`config.mk`:
```
export PLATFORM = sky130hd
export DESIGN_NAME = cla_seq_adder_flat
export DESIGN_NICKNAME = d
export VERILOG_FILES = /design/src/rtl/cla_seq_pkg.sv /design/src/rtl/cla_seq_adder_if.sv /design/src/rtl/cla_seq_adder_cla.sv /design/src/rtl/cla_seq_adder.sv /design/src/flat_wrapper.sv
export SDC_FILE = /design/constraint.sdc
export NUM_CORES = 1
export LEC_CHECK = 0
export ABC_AREA = 0
export CAP_MARGIN = 0
export CORE_MARGIN = 4
export CORE_UTILIZATION = 54
export CTS_CLUSTER_SIZE = 28
export DETAILED_ROUTE_END_ITERATION = 10
export HOLD_SLACK_MARGIN = 0.02
export PLACE_DENSITY = 0.82
export SLEW_MARGIN = 5
export SYNTH_ARGS = -nofsm -noshare
export SYNTH_HDL_FRONTEND = slang
export SYNTH_HIERARCHICAL = 1
export SYNTH_SLANG_ARGS = --single-unit
```
`constraint.sdc`:
```
create_clock -name clk -period 5.5 [get_ports clk]
set_clock_uncertainty 0.05 [all_clocks]
set_input_delay 0.825 -clock clk [delete_from_list [all_inputs] [get_ports clk]]
set_output_delay 0.825 -clock clk [all_outputs]
set_load 0.02 [all_outputs]
```
`src/rtl/cla_seq_pkg.sv`:
```
// Shared constants for the sequential carry-lookahead adder: FSM state encoding
// and the width of the nibble slice that is time-shared across the operand.
package cla_seq_pkg;

  localparam int NIBBLE_W = 4;

  typedef enum logic [1:0] {
    IDLE = 2'd0,
    RUN  = 2'd1,
    DONE = 2'd2
  } state_t;

endpackage

```
`src/rtl/cla_seq_adder_if.sv`:
```
// Operand and result handshake channels of the sequential adder.
// The master drives operands and consumes results; the slave is the adder.
interface cla_seq_adder_if #(
  parameter int WIDTH = 16
);

  logic             in_valid;
  logic             in_ready;
  logic [WIDTH-1:0] in_a;
  logic [WIDTH-1:0] in_b;
  logic             in_sub;
  logic             in_cin;
  logic             out_valid;
  logic             out_ready;
  logic [WIDTH-1:0] out_sum;
  logic             out_carry;
  logic             out_ovf;
  logic             busy;

  modport master (
    output in_valid, in_a, in_b, in_sub, in_cin, out_ready,
    input  in_ready, out_valid, out_sum, out_carry, out_ovf, busy
  );

  modport slave (
    input  in_valid, in_a, in_b, in_sub, in_cin, out_ready,
    output in_ready, out_valid, out_sum, out_carry, out_ovf, busy
  );

endinterface

```
`src/rtl/cla_seq_adder_cla.sv`:
```
// 4-bit carry-lookahead adder slice; every carry is formed directly from
// the generate/propagate terms rather than rippling through the bits.
module cla (
  input  logic [3:0] a,
  input  logic [3:0] b,
  input  logic       c,
  output logic [3:0] sum,
  output logic       carry
);

  logic [3:0] g;
  logic [3:0] p;
  logic [4:0] cc;

  assign g = a & b;
  assign p = a ^ b;

  assign cc[0] = c;
  assign cc[1] = g[0] | (p[0] & c);
  assign cc[2] = g[1] | (p[1] & g[0]) | (p[1] & p[0] & c);
  assign cc[3] = g[2] | (p[2] & g[1]) | (p[2] & p[1] & g[0])
               | (p[2] & p[1] & p[0] & c);
  assign cc[4] = g[3] | (p[3] & g[2]) | (p[3] & p[2] & g[1])
               | (p[3] & p[2] & p[1] & g[0]) | (p[3] & p[2] & p[1] & p[0] & c);

  assign sum   = p ^ cc[3:0];
  assign carry = cc[4];

endmodule

```
`src/rtl/cla_seq_adder.sv`:
```
// Multi-precision add/subtract: one 4-bit CLA slice processes a nibble per cycle,
// LSB first, with the carry held in a register between steps.
module cla_seq_adder
  import cla_seq_pkg::*;
#(
  parameter int WIDTH = 16
) (
  input  logic            clk,
  input  logic            rst_n,
  cla_seq_adder_if.slave  bus
);

  localparam int NIB = WIDTH / NIBBLE_W;
  localparam int CW  = (NIB > 1) ? $clog2(NIB) : 1;
  localparam logic [CW-1:0] LAST = CW'(NIB - 1);

  generate
    if ((WIDTH % NIBBLE_W) != 0 || WIDTH < NIBBLE_W) begin : g_width_check
      $error("cla_seq_adder: WIDTH must be a positive multiple of 4");
    end
  endgenerate

  state_t          state_reg;
  logic [CW-1:0]   cnt_reg;
  logic            c_reg;
  logic [WIDTH-1:0] a_reg;
  logic [WIDTH-1:0] b_reg;
  logic [WIDTH-1:0] sum_reg;
  logic            carry_reg;
  logic            ovf_reg;

  logic [CW+1:0]   nib_base;
  logic [3:0]      nib_a;
  logic [3:0]      nib_b;
  logic [3:0]      nib_sum;
  logic            nib_carry;

  // Counter times four gives the bit offset of the active nibble.
  assign nib_base = {cnt_reg, 2'b00};
  assign nib_a    = a_reg[nib_base +: NIBBLE_W];
  assign nib_b    = b_reg[nib_base +: NIBBLE_W];

  cla u_cla (
    .a     (nib_a),
    .b     (nib_b),
    .c     (c_reg),
    .sum   (nib_sum),
    .carry (nib_carry)
  );

  always_ff @(posedge clk or negedge rst_n) begin
    if (!rst_n) begin
      state_reg <= IDLE;
      cnt_reg   <= '0;
      c_reg     <= 1'b0;
      a_reg     <= '0;
      b_reg     <= '0;
      sum_reg   <= '0;
      carry_reg <= 1'b0;
      ovf_reg   <= 1'b0;
    end else begin
      case (state_reg)
        IDLE: begin
          if (bus.in_valid) begin
            // Subtraction is A + ~B + 1, so the inversion happens once at capture.
            a_reg     <= bus.in_a;
            b_reg     <= bus.in_sub ? ~bus.in_b : bus.in_b;
            c_reg     <= bus.in_sub | bus.in_cin;
            cnt_reg   <= '0;
            state_reg <= RUN;
          end
        end
        RUN: begin
          sum_reg[nib_base +: NIBBLE_W] <= nib_sum;
          c_reg <= nib_carry;
          if (cnt_reg == LAST) begin
            carry_reg <= nib_carry;
            ovf_reg   <= (a_reg[WIDTH-1] == b_reg[WIDTH-1]) &&
                         (nib_sum[3] != a_reg[WIDTH-1]);
            state_reg <= DONE;
          end else begin
            cnt_reg <= cnt_reg + 1'b1;
          end
        end
        DONE: begin
          if (bus.out_ready) begin
            state_reg <= IDLE;
          end
        end
        default: state_reg <= IDLE;
      endcase
    end
  end

  assign bus.in_ready  = (state_reg == IDLE);
  assign bus.out_valid = (state_reg == DONE);
  assign bus.busy      = (state_reg != IDLE);
  assign bus.out_sum   = sum_reg;
  assign bus.out_carry = carry_reg;
  assign bus.out_ovf   = ovf_reg;

endmodule

```
`src/flat_wrapper.sv`:
```
// flat-port wrapper written by rule: the top's interface ports become plain ports
module cla_seq_adder_flat import cla_seq_pkg::*;
#(
  parameter int WIDTH = 16
)
  (clk, rst_n, bus_in_valid, bus_in_a, bus_in_b, bus_in_sub, bus_in_cin, bus_out_ready, bus_in_ready, bus_out_valid, bus_out_sum, bus_out_carry, bus_out_ovf, bus_busy);
  cla_seq_adder_if #(.WIDTH(WIDTH)) bus_i ();
  input  logic clk;
  input  logic rst_n;
  input wire logic [$bits(bus_i.in_valid)-1:0] bus_in_valid;
  input wire logic [$bits(bus_i.in_a)-1:0] bus_in_a;
  input wire logic [$bits(bus_i.in_b)-1:0] bus_in_b;
  input wire logic [$bits(bus_i.in_sub)-1:0] bus_in_sub;
  input wire logic [$bits(bus_i.in_cin)-1:0] bus_in_cin;
  input wire logic [$bits(bus_i.out_ready)-1:0] bus_out_ready;
  output wire logic [$bits(bus_i.in_ready)-1:0] bus_in_ready;
  output wire logic [$bits(bus_i.out_valid)-1:0] bus_out_valid;
  output wire logic [$bits(bus_i.out_sum)-1:0] bus_out_sum;
  output wire logic [$bits(bus_i.out_carry)-1:0] bus_out_carry;
  output wire logic [$bits(bus_i.out_ovf)-1:0] bus_out_ovf;
  output wire logic [$bits(bus_i.busy)-1:0] bus_busy;
  assign bus_i.in_valid = bus_in_valid;
  assign bus_i.in_a = bus_in_a;
  assign bus_i.in_b = bus_in_b;
  assign bus_i.in_sub = bus_in_sub;
  assign bus_i.in_cin = bus_in_cin;
  assign bus_i.out_ready = bus_out_ready;
  assign bus_in_ready = bus_i.in_ready;
  assign bus_out_valid = bus_i.out_valid;
  assign bus_out_sum = bus_i.out_sum;
  assign bus_out_carry = bus_i.out_carry;
  assign bus_out_ovf = bus_i.out_ovf;
  assign bus_busy = bus_i.busy;
  cla_seq_adder #(.WIDTH(WIDTH)) u_core (.clk(clk), .rst_n(rst_n), .bus(bus_i));
endmodule
```
==> out/summary.txt, run 1 <==
Run status: finished clean
Origin of the critical flop-to-flop path: u_core/cnt_reg[0]
R2R cell count: 8
Gpl congestion: 0.769
Hold WS: 0.461 ns
Via/cell ratio: 5.31
Drt total wl: 5170 µm
Crit-path slowest cell: dfrtp_1
Mean Syn Cell Area: 12.9 µm²
Total power: 2250 µW
Die Footprint: 6250 µm²
# rows: 25
RSZ-0062 raised after global routing: no
Antenna Violating Nets Remaining: 0
First-pass GRT wire length: 8960 µm
Initial antenna violation count: 0
Worst min path class: flip-flop to flip-flop
Max-Cap Viols: 0
Worst reg2reg setup slack: 2.20 ns
Num Clock Sinks: 55
PwrDens: 647 nW/µm²
DR vias: 1791
H-Tree Depth: 2
CP Launch Type: flip-flop
Register area share after synthesis: 50.5%
Setup Buffers After CTS: 0
Worst Path Max Fanout: 15
Setup CP Type: flip-flop to flip-flop
Mapped Area: 2730 µm²
GRT overflow: 0
Fin. Hold Viols: 0
Worst-path cell chain: mux4_2 -> ha_1 -> a21o_1 -> a31o_1 -> xor2_1 -> and3b_1 -> a21oi_1 -> o21ai_0
CP endpoint kind: flip-flop
I/O Buffers: 58
Final setup TNS: 0 ns
CTS tree: yes
Worst-Skew Late Latency: 0.30 ns
Worst setup startpoint: u_core/cnt_reg[0]
Starting density of the core: 56.6%
Detailed-router iteration count before antenna repair: 5
Post-route insts no fill: 337
Chip Height: 79.0 µm
Total global routing track utilization: 18.3%
Leak: 0.00147 µW
CTS max path bufs: 2
Clk slew on worst S/H paths: 0.09 ns
Cts hold-fix bufs: 0
Cts repair resizes: 0
Cts bufs inserted: 5
IR drop worst, VDD: 0.310 mV
Syn Nets: 260
CP Data Arrival Time: 3.43 ns
Vias in the first global route: 1862
Max frequency: 303 MHz
Dpl ws: 2.23 ns
Ys Warns: 6
Worst slew pin tran: 0.929 ns
CP max stage delay: 0.86 ns
Die W: 79.0 µm
Max Slew Vio Count: 0
Post-synthesis instance total: 212
Critical Path Sink: u_core/bus.out_ovf
Rel. slew slack: 38.0%
Wire per inst: 15.4 µm
DR DRC count: 0
Synthesis-to-finish area growth: 27.5%
DRT iter0 DRCs: 71
I/O pin count: 59
Setup ws final: 2.20 ns
Layout cell share with drive strength beyond 1: 17.0%
CTS Root Cell: clkbuf_8
Netlist cell types: 32
Largest net degree at the start of global routing: 56
FF+latch count, synth: 55
Antenna Cells: 0
Dpl hpwl: 3800 µm
Capturing point of the worst reg2reg path: u_core/bus.out_ovf
Count of final setup violators: 0
# placed instances: 329
Post-layout minimum cycle time: 3.30 ns
Core ar.: 4820 µm²
Nets: 317
Fin crit share: 60.0%
Critical Path RT: 5.63 ns
Fill cells: 359
[cell type report]
class | count | area [µm²] | area share [%]
clock buffer | 5 | 68.8 | 1.98
clock inverter | 3 | 67.6 | 1.94
inverter | 10 | 37.5 | 1.08
multi-input combinational | 137 | 1250 | 36.0
sequential | 55 | 1380 | 39.6
tap | 67 | 83.8 | 2.41
timing repair buffer | 60 | 591 | 17.0
[worst max-delay path, delay by kind of cell (launching register included)]
family / cells / cell delay (ns)
AO/OA/AOI/OAI: 4 / 0.59
flip-flops: 1 / 0.86
multiplexers: 1 / 0.59
AND/OR/NAND/NOR: 1 / 0.26
adder cells (fa/ha/maj): 1 / 0.36
XOR/XNOR: 1 / 0.46
[logic make-up (layout without fill, tap and decap cells)]
logic type / after synthesis / count (layout) / synth area share (%)
mux: 26 / 26 / 14.0
fa+ha+maj: 10 / 10 / 4.87
buf+inv: 20 / 78 / 3.63
simple gates: 40 / 40 / 10.1
flops: 55 / 55 / 50.5
compound gates: 42 / 42 / 10.7
xor+xnor: 19 / 19 / 6.11
[how the worst min path moves through the flow]
stage / startpoint / cells past startpoint / end / slack, ns
6_report: u_core/bus.out_sum[0] / 1 / u_core/bus.out_sum[0] / 0.46
5_1_grt: u_core/bus.out_sum[8] / 1 / u_core/bus.out_sum[8] / 0.48
4_1_cts: u_core/bus.out_sum[0] / 1 / u_core/bus.out_sum[0] / 0.47
3_5_place_dp: u_core/bus.out_ovf / 2 / u_core/bus.out_ovf / 0.44
3_3_place_gp: u_core/bus.out_ovf / 2 / u_core/bus.out_ovf / 0.44
2_1_floorplan: u_core/a_reg[8] / 1 / u_core/a_reg[8] / 0.43
[cell usage in the layout, fill, tap and decap left out, types with 3 or more instances in the layout]
cell type	instances
clkdlybuf4s50_1	57
dfrtp_1	55
nor2_1	20
mux2_2	18
xnor2_1	18
a21oi_1	18
a22o_1	17
inv_1	10
ha_1	9
mux4_2	8
clkbuf_8	5
nand2b_1	4
nand2_1	3
a21o_1	3
[metal layers]
layer	vias to the layer above	wire (µm)	share of wire (%)	track usage (%)
met5	-	0	0	0
met4	0	40	0.77	4.98
met3	4	230	4.4	4.20
met2	51	2550	49	30.1
met1	876	2350	45	24.6
li1	860	-	-	-
[cell usage after synthesis (all sizes together)]
master / number / area, µm²
mux4: 8 / 180
a31o: 1 / 8.76
mux2: 18 / 203
nor2b: 1 / 6.26
nor4b: 1 / 23.8
nand3b: 2 / 27.5
nor4: 3 / 46.3
nand2: 3 / 11.3
fa: 1 / 20.0
nand2b: 5 / 38.8
nor2: 20 / 75.1
a22o: 17 / 149
a21o: 3 / 22.5
buf: 9 / 57.6
a21oi: 18 / 90.1
or2: 1 / 6.26
xnor2: 18 / 158
o21ai: 2 / 10.0
xor2: 1 / 8.76
nor3b: 2 / 26.3
inv: 10 / 37.5
nor3: 1 / 5.00
dfrtp: 55 / 1380
a211oi: 1 / 12.5
clkbuf: 1 / 3.75
and3b: 1 / 8.76
ha: 9 / 113
[report_power, final]
| part | switching [µW] | leakage [µW] | total [µW] | internal, µW |
|---|---|---|---|---|
| logic | 631 | 0.000734 | 1200 | 570 |
| clock network | 128 | 0.0000644 | 309 | 181 |
| registers | 156 | 0.000670 | 739 | 582 |
| total | 914 | 0.00147 | 2250 | 1330 |
[through the flow]
stage	utilization [%]	cell area [µm²]
after floorplan	-	2730
after global placement	69.3	3340
after detailed placement	69.3	3340
after CTS	72.1	3470
after global routing	72.1	3470
final	72.1	3470
Power figures use the tool's default switching activity.
==> inputs of run 2 (changes only) <==
--- a/config.mk
+++ b/config.mk
@@ -8,11 +8,11 @@
 export ABC_AREA = 0
 export CAP_MARGIN = 0
 export CORE_MARGIN = 4
-export CORE_UTILIZATION = 54
+export CORE_UTILIZATION = 46
 export CTS_CLUSTER_SIZE = 28
 export DETAILED_ROUTE_END_ITERATION = 10
 export HOLD_SLACK_MARGIN = 0.02
-export PLACE_DENSITY = 0.82
+export PLACE_DENSITY = 0.74
 export SLEW_MARGIN = 5
 export SYNTH_ARGS = -nofsm -noshare
 export SYNTH_HDL_FRONTEND = slang
==> constraint.sdc (replaced) <==
create_clock -name clk -period 2.83 [get_ports clk]
set_clock_uncertainty 0.05 [all_clocks]
set_input_delay 0.4245 -clock clk [delete_from_list [all_inputs] [get_ports clk]]
set_output_delay 0.4245 -clock clk [all_outputs]
set_load 0.02 [all_outputs]
==> run 2 against run 1 <==
Against the previous run: via count increased by 2.0%; die area increased by 16%; critical path depth unchanged; sequential cell count unchanged; critical path type unchanged.
==> out/summary.txt, run 2 (synthesized netlist as in run 1, its figures left out) <==
Run status: finished clean (unchanged)
Placed cell areas: 3400 µm² (was 3340 µm²)
CP Data Arrival Time: 2.70 ns (was 3.43 ns)
Total global routing track utilization: 16.0% (was 18.3%)
H-Tree Depth: 2 (unchanged)
I/O pin count: 59 (unchanged)
CTS Root Cell: clkbuf_8 (unchanged)
R2R cell count: 8 (unchanged)
Origin of the critical flop-to-flop path: u_core/cnt_reg[0] (unchanged)
Antenna Cells: 0 (unchanged)
Max frequency: 391 MHz (was 303 MHz)
CP endpoint kind: flip-flop (unchanged)
CTS tree: yes (unchanged)
Vias in the first global route: 1884 (was 1862)
CTS max path bufs: 2 (unchanged)
Num Clock Sinks: 55 (unchanged)
DRT iter0 DRCs: 61 (was 71)
Core ar.: 5640 µm² (was 4820 µm²)
DR vias: 1827 (was 1791)
CP Launch Type: flip-flop (unchanged)
Post-layout minimum cycle time: 2.56 ns (was 3.30 ns)
First-pass GRT wire length: 9320 µm (was 8960 µm)
Detailed-router iteration count before antenna repair: 4 (was 5)
Wire per inst: 15.3 µm (was 15.4 µm)
RSZ-0062 raised after global routing: no (unchanged)
DR DRC count: 0 (unchanged)
Nets: 323 (was 317)
Total power: 4390 µW (was 2250 µW)
Fin crit share: 90.4% (was 60.0%)
Worst-Skew Late Latency: 0.30 ns (about the same)
Count of final setup violators: 0 (unchanged)
Cts bufs inserted: 5 (unchanged)
Fin. Hold Viols: 0 (unchanged)
Critical Path RT: 2.97 ns (was 5.63 ns)
Leak: 0.00149 µW (was 0.00147 µW)
Die Footprint: 7220 µm² (was 6250 µm²)
Clk slew on worst S/H paths: 0.09 ns (about the same)
Final setup TNS: 0 ns (unchanged)
Layout cell share with drive strength beyond 1: 18.8% (was 17.0%)
Rel. slew slack: 59.5% (was 38.0%)
# rows: 27 (was 25)
PwrDens: 1250 nW/µm² (was 647 nW/µm²)
Crit-path slowest cell: mux4_2 (was dfrtp_1)
Initial antenna violation count: 0 (unchanged)
Max Slew Vio Count: 0 (unchanged)
Antenna Violating Nets Remaining: 0 (unchanged)
Dpl hpwl: 4110 µm (was 3800 µm)
Die W: 85.0 µm (was 79.0 µm)
Via/cell ratio: 5.25 (was 5.31)
Synthesis-to-finish area growth: 28.6% (was 27.5%)
Final instance area: 3500 µm² (was 3470 µm²)
Largest net degree at the start of global routing: 33 (was 56)
Worst Path Max Fanout: 8 (was 15)
Max-Cap Viols: 0 (unchanged)
Chip Height: 85.0 µm (was 79.0 µm)
Leading cell type in the layout, fill and taps excluded: clkdlybuf4s50_1 (unchanged)
CP max stage delay: 0.55 ns (was 0.86 ns)
Worst min path class: input pin to asynchronous set/reset pin (was flip-flop to flip-flop)
Worst slew pin tran: 0.607 ns (was 0.929 ns)
Worst-path cell chain: mux4_2 -> ha_1 -> a21o_1 -> a31o_1 -> xor2_1 -> and3b_1 -> a21oi_1 -> o21ai_0 (unchanged)
Setup CP Type: flip-flop to flip-flop (unchanged)
Drt total wl: 5320 µm (was 5170 µm)
IR drop worst, VDD: 0.582 mV (was 0.310 mV)
I/O Buffers: 58 (unchanged)
Commonest cells after routing, fill and taps aside: 57 x clkdlybuf4s50_1, 54 x dfrtp_1, 20 x nor2_1 (was 57 x clkdlybuf4s50_1, 55 x dfrtp_1, 20 x nor2_1)
Capturing point of the worst reg2reg path: u_core/bus.out_ovf (unchanged)
Starting density of the core: 48.3% (was 56.6%)
Gpl congestion: 0.791 (was 0.769)
Worst reg2reg setup slack: 0.27 ns (was 2.20 ns)
GRT overflow: 0 (unchanged)
run 2: how the worst max path moves through the flow:
stage	from	to	slack, ns	cells past startpoint
after floorplan	u_core/cnt_reg[0]	u_core/bus.out_ovf	0.08	9
after global placement	u_core/cnt_reg[0]	u_core/bus.out_ovf	0.26	8
after detailed placement	u_core/cnt_reg[0]	u_core/bus.out_ovf	0.17	8
after CTS	u_core/cnt_reg[0]	u_core/bus.out_ovf	0.16	8
after global routing	u_core/cnt_reg[0]	u_core/bus.out_ovf	0.10	8
final	u_core/cnt_reg[0]	u_core/bus.out_ovf	0.27	8
run 2: per-layer routing:
layer  wire length [µm]  part of all wire (%)  vias up  track usage (%)
li1                   -                     -      883                -
met1               2340                    44      893             21.2
met2               2660                    50       47             26.6
met3                264                   5.0        4             3.59
met4                 59                   1.1        0             4.32
met5                  0                     0        -                0
run 2: through the flow:
| step | util [%] | setup slack, ns | hold slack [ns] | cells |
|---|---|---|---|---|
| after floorplan | - | 0.0766 | 0.0789 | 212 |
| after global placement | 60.3 | 0.263 | 0.423 | 340 |
| after detailed placement | 60.3 | 0.170 | 0.420 | 340 |
| after CTS | 62.1 | 0.157 | 0.0777 | 348 |
| after global routing | 62.1 | 0.101 | 0.108 | 348 |
| final | 62.1 | 0.271 | 0.0669 | 348 |
run 2: critical path, delay by kind of cell (launching register included):
kind	cells	cell delay (ns)
AO/OA/AOI/OAI	4	0.64
multiplexers	1	0.55
XOR/XNOR	1	0.19
flip-flops	1	0.51
adder cells (fa/ha/maj)	1	0.31
AND/OR/NAND/NOR	1	0.20
run 2: final cells by class:
| class | count | area, µm² |
|---|---|---|
| clock buffers | 8 | 100 |
| fillers | 456 | 2140 |
| inverters | 10 | 37.5 |
| multi-input cells | 137 | 1250 |
| flip-flops and latches | 55 | 1380 |
| well taps | 72 | 90.1 |
| repair buffers | 66 | 648 |
run 2: what timing repair did:
| item | CTS | global route |
|---|---|---|
| endpoints found under the setup margin | 0 | 1 |
| resized for setup | 0 | 1 |
| hold buffers | 0 | 0 |
| setup buffers | 0 | 0 |
run 2: power breakdown:
part | total [µW] | switching (µW) | internal [µW] | leakage (µW)
Sequential | 1410 | 274 | 1140 | 0.000669
Clock | 460 | 237 | 224 | 0.0000515
Combinational | 2520 | 1300 | 1220 | 0.000768
==> inputs of run 3 (changes only) <==
--- a/config.mk
+++ b/config.mk
@@ -12,9 +12,8 @@
 export CTS_CLUSTER_SIZE = 28
 export DETAILED_ROUTE_END_ITERATION = 10
 export HOLD_SLACK_MARGIN = 0.02
-export PLACE_DENSITY = 0.74
+export PLACE_DENSITY = 0.75
 export SLEW_MARGIN = 5
 export SYNTH_ARGS = -nofsm -noshare
 export SYNTH_HDL_FRONTEND = slang
-export SYNTH_HIERARCHICAL = 1
 export SYNTH_SLANG_ARGS = --single-unit
==> run 3 against run 2 <==
Against the previous run: die area shrank 0.72%; clock power shrank 10%; first-iteration DRC count grew 8.2%; global-route usage shrank 0.76 points; sequential share of layout area grew 0.90 points; sequential cell count is the same; synthesized area shrank 0.78%; cell count grew 3.2%; combinational power shrank 8.3%; setup slack lost 0.023 ns; critical path type unchanged; largest power group unchanged; highest routed layer unchanged.
==> out/summary.txt, run 3 <==
CP Launch Type: flip-flop (unchanged)
Antenna Cells: 0 (unchanged)
Number of cells on the critical path: 6 (was 8)
Chip Height: 84.7 µm (was 85.0 µm)
Cts repair resizes: 0 (unchanged)
Starting density of the core: 48.2% (was 48.3%)
PwrDens: 1210 nW/µm² (was 1250 nW/µm²)
Final setup TNS: 0 ns (unchanged)
Core ar.: 5610 µm² (was 5640 µm²)
Sequential share of power: 34.5% (was 32.1%)
CP endpoint kind: flip-flop (unchanged)
Initial antenna violation count: 0 (unchanged)
R2R cell count: 6 (was 8)
DR vias: 1826 (was 1827)
EDFF count, synth: 0 (unchanged)
Finished Core Util: 61.0% (was 62.1%)
Max-Cap Viols: 0 (unchanged)
Via/cell ratio: 5.09 (was 5.25)
Die Footprint: 7170 µm² (was 7220 µm²)
Die W: 84.7 µm (was 85.0 µm)
CP max stage delay: 0.61 ns (was 0.55 ns)
Layout cell share with drive strength beyond 1: 13.9% (was 18.8%)
Num Clock Sinks: 55 (unchanged)
Synth cell count leaders: 55 x dfrtp_1, 23 x nor2_1, 22 x a21oi_1 (was 55 x dfrtp_1, 20 x nor2_1, 18 x a21oi_1, 18 x mux2_2, 18 x xnor2_1)
Synth top area share: 50.9% (was 50.5%)
Worst slew pin tran: 0.882 ns (was 0.607 ns)
CTS max path bufs: 2 (unchanged)
Setup CP Type: flip-flop to flip-flop (unchanged)
Max frequency: 387 MHz (was 391 MHz)
Mapped Area: 2700 µm² (was 2730 µm²)
Async set-or-reset flop fraction in the synthesized netlist: 100% (unchanged)
Commonest cells after routing, fill and taps aside: 57 x clkdlybuf4s50_1, 55 x dfrtp_1, 23 x nor2_1 (was 57 x clkdlybuf4s50_1, 54 x dfrtp_1, 20 x nor2_1)
Total power: 4160 µW (was 4390 µW)
NetSw: 1730 µW (was 1810 µW)
I/O Buffers: 58 (unchanged)
Gpl congestion: 0.840 (was 0.791)
Top Layer Used: met4 (unchanged)
I/O pin count: 59 (unchanged)
Buffer and inverter count on the worst path: 0 (unchanged)
Worst-Skew Late Latency: 0.30 ns (about the same)
Clk slew on worst S/H paths: 0.09 ns (about the same)
Fin. Hold Viols: 0 (unchanged)
FF+latch count, synth: 55 (unchanged)
Cts bufs inserted: 5 (unchanged)
Wire per inst: 14.2 µm (was 15.3 µm)
Setup Buffers After CTS: 0 (unchanged)
Top FF cell, synth: dfrtp_1 (unchanged)
# placed instances: 351 (was 340)
Top cells by area, synth: dfrtp_1 51%, mux2_2 7.1%, mux4_2 6.7% (was dfrtp_1 51%, mux2_2 7.4%, mux4_2 6.6%)
Cell family with most CP delay: multiplexers (was compound AO/OA/AOI/OAI gates)
Run status: finished clean (unchanged)
CTS Root Cell: clkbuf_8 (unchanged)
Syn Nets: 277 (was 260)
Critical Path RT: 3.02 ns (was 2.97 ns)
Metal3 WL: 237 µm (was 264 µm)
DR DRC count: 0 (unchanged)
Mean Syn Cell Area: 11.9 µm² (was 12.9 µm²)
Detailed-router iteration count before antenna repair: 4 (unchanged)
Fill cells: 492 (was 456)
First-pass GRT wire length: 8800 µm (was 9320 µm)
Largest net degree at the start of global routing: 56 (was 33)
Count of final setup violators: 0 (unchanged)
H-Tree Depth: 2 (unchanged)
Most numerous cell in the Yosys netlist: dfrtp_1 (unchanged)
Met2 Wirelength: 2450 µm (was 2660 µm)
Fin crit share: 91.2% (was 90.4%)
Total global routing track utilization: 15.3% (was 16.0%)
Vias in the first global route: 1882 (was 1884)
Drt total wl: 5080 µm (was 5320 µm)
# rows: 27 (unchanged)
GRT overflow: 0 (unchanged)
Origin of the critical flop-to-flop path: u_core.cnt_reg[0] (was u_core/cnt_reg[0])
Leading cell type in the layout, fill and taps excluded: clkdlybuf4s50_1 (unchanged)
Post-route insts no fill: 359 (was 348)
Clock network power share: 9.9% (was 10.5%)
Leak: 0.00142 µW (was 0.00149 µW)
Max Slew Vio Count: 0 (unchanged)
Netlist cell types: 32 (unchanged)
Cts hold-fix bufs: 0 (unchanged)
Dpl hpwl: 3930 µm (was 4110 µm)
Ys Warns: 0 (was 6)
Antenna Violating Nets Remaining: 0 (unchanged)
Internal Power: 2420 µW (was 2580 µW)
Register area share after synthesis: 50.9% (was 50.5%)
Worst min path class: input pin to asynchronous set/reset pin (unchanged)
Worst reg2reg setup slack: 0.25 ns (was 0.27 ns)
IR drop worst, VDD: 0.575 mV (was 0.582 mV)
Met1 Wirelength: 2320 µm (was 2340 µm)
Nets: 336 (was 323)
Post-synthesis instance total: 227 (was 212)
Synthesis-to-finish area growth: 26.6% (was 28.6%)
RSZ-0062 raised after global routing: no (unchanged)
Capturing point of the worst reg2reg path: u_core.bus.out_ovf (was u_core/bus.out_ovf)
Worst Path Max Fanout: 7 (was 8)
DRT iter0 DRCs: 66 (was 61)
Combinational fraction of design power: 55.5% (was 57.4%)
Crit-path slowest cell: mux4_2 (unchanged)
Worst-path cell chain: mux4_2 -> ha_1 -> a21oi_1 -> o21ai_1 -> xor2_1 -> mux2i_1 (was mux4_2 -> ha_1 -> a21o_1 -> a31o_1 -> xor2_1 -> and3b_1 -> a21oi_1 -> o21ai_0)
Hold WS: 0.182 ns (was 0.0669 ns)
CTS tree: yes (unchanged)
Post-layout minimum cycle time: 2.58 ns (was 2.56 ns)
Sw frac: 41.7% (was 41.3%)
Largest area contributor in the netlist: dfrtp_1 (unchanged)
Rel. slew slack: 41.0% (was 59.5%)
CP Data Arrival Time: 2.77 ns (was 2.70 ns)
[run 3: cell types whose count changed after synthesis, moves of 3 or more]
| cell | change |
|---|---|
| inv_1 | -4 |
| a22o_1 | -8 |
| a21oi_1 | +4 |
| o21ai_0 | +8 |
| nand2b_1 | -3 |
| nand3_1 | +3 |
| nor2_1 | +3 |
| nand2_1 | +14 |
[run 3: worst max path at each step]
stage,startpoint,to,slack (ns)
2_1_floorplan,u_core.cnt_reg[0],u_core.bus.out_ovf,0.34
6_report,u_core.cnt_reg[0],u_core.bus.out_ovf,0.25
5_1_grt,u_core.cnt_reg[0],u_core.bus.out_ovf,0.03
3_5_place_dp,u_core.cnt_reg[0],u_core.bus.out_ovf,0.20
3_3_place_gp,u_core.cnt_reg[0],u_core.bus.out_ovf,0.27
4_1_cts,u_core.cnt_reg[0],u_core.bus.out_ovf,0.20
[run 3: cells by family after synthesis]
| logic type | after synthesis | share of synthesized area (%) |
|---|---|---|
| XOR/XNOR | 19 | 6.15 |
| AND/OR/NAND/NOR | 54 | 10.0 |
| buffers and inverters | 16 | 3.24 |
| flip-flops | 55 | 50.9 |
| multiplexers | 26 | 14.1 |
| AO/OA/AOI/OAI | 45 | 9.76 |
| adder cells (fa/ha/maj) | 12 | 5.83 |
[run 3: power groups by stage]
stage	combinational, µW	clock, µW	sequential (µW)
floorplan	1600	0	1460
global route	2560	455	1490
finish	2310	413	1430
CTS	2340	428	1440
global placement	2270	0	1450
detailed placement	2340	0	1450
[run 3: cell type report]
type | count | area, µm² | share of cell area (%)
Clock buffer | 7 | 76.3 | 2.23
Clock inverter | 1 | 5.00 | 0.146
Inverter | 6 | 22.5 | 0.658
Multi-Input combinational cell | 156 | 1250 | 36.4
Sequential cell | 55 | 1380 | 40.2
Tap cell | 72 | 90.1 | 2.63
Timing Repair Buffer | 62 | 606 | 17.7
[run 3: routing by layer]
layer	track usage (%)	vias to the layer above
met3	3.14	8
met4	5.61	0
li1	-	909
met5	0	-
met2	25.0	42
met1	20.1	867
[run 3: per-stage QoR]
step	worst slack, ns	cell area, µm²
floorplan	0.337	2700
global placement	0.272	3340
detailed placement	0.196	3340
CTS	0.202	3420
global route	0.0350	3420
finish	0.248	3420
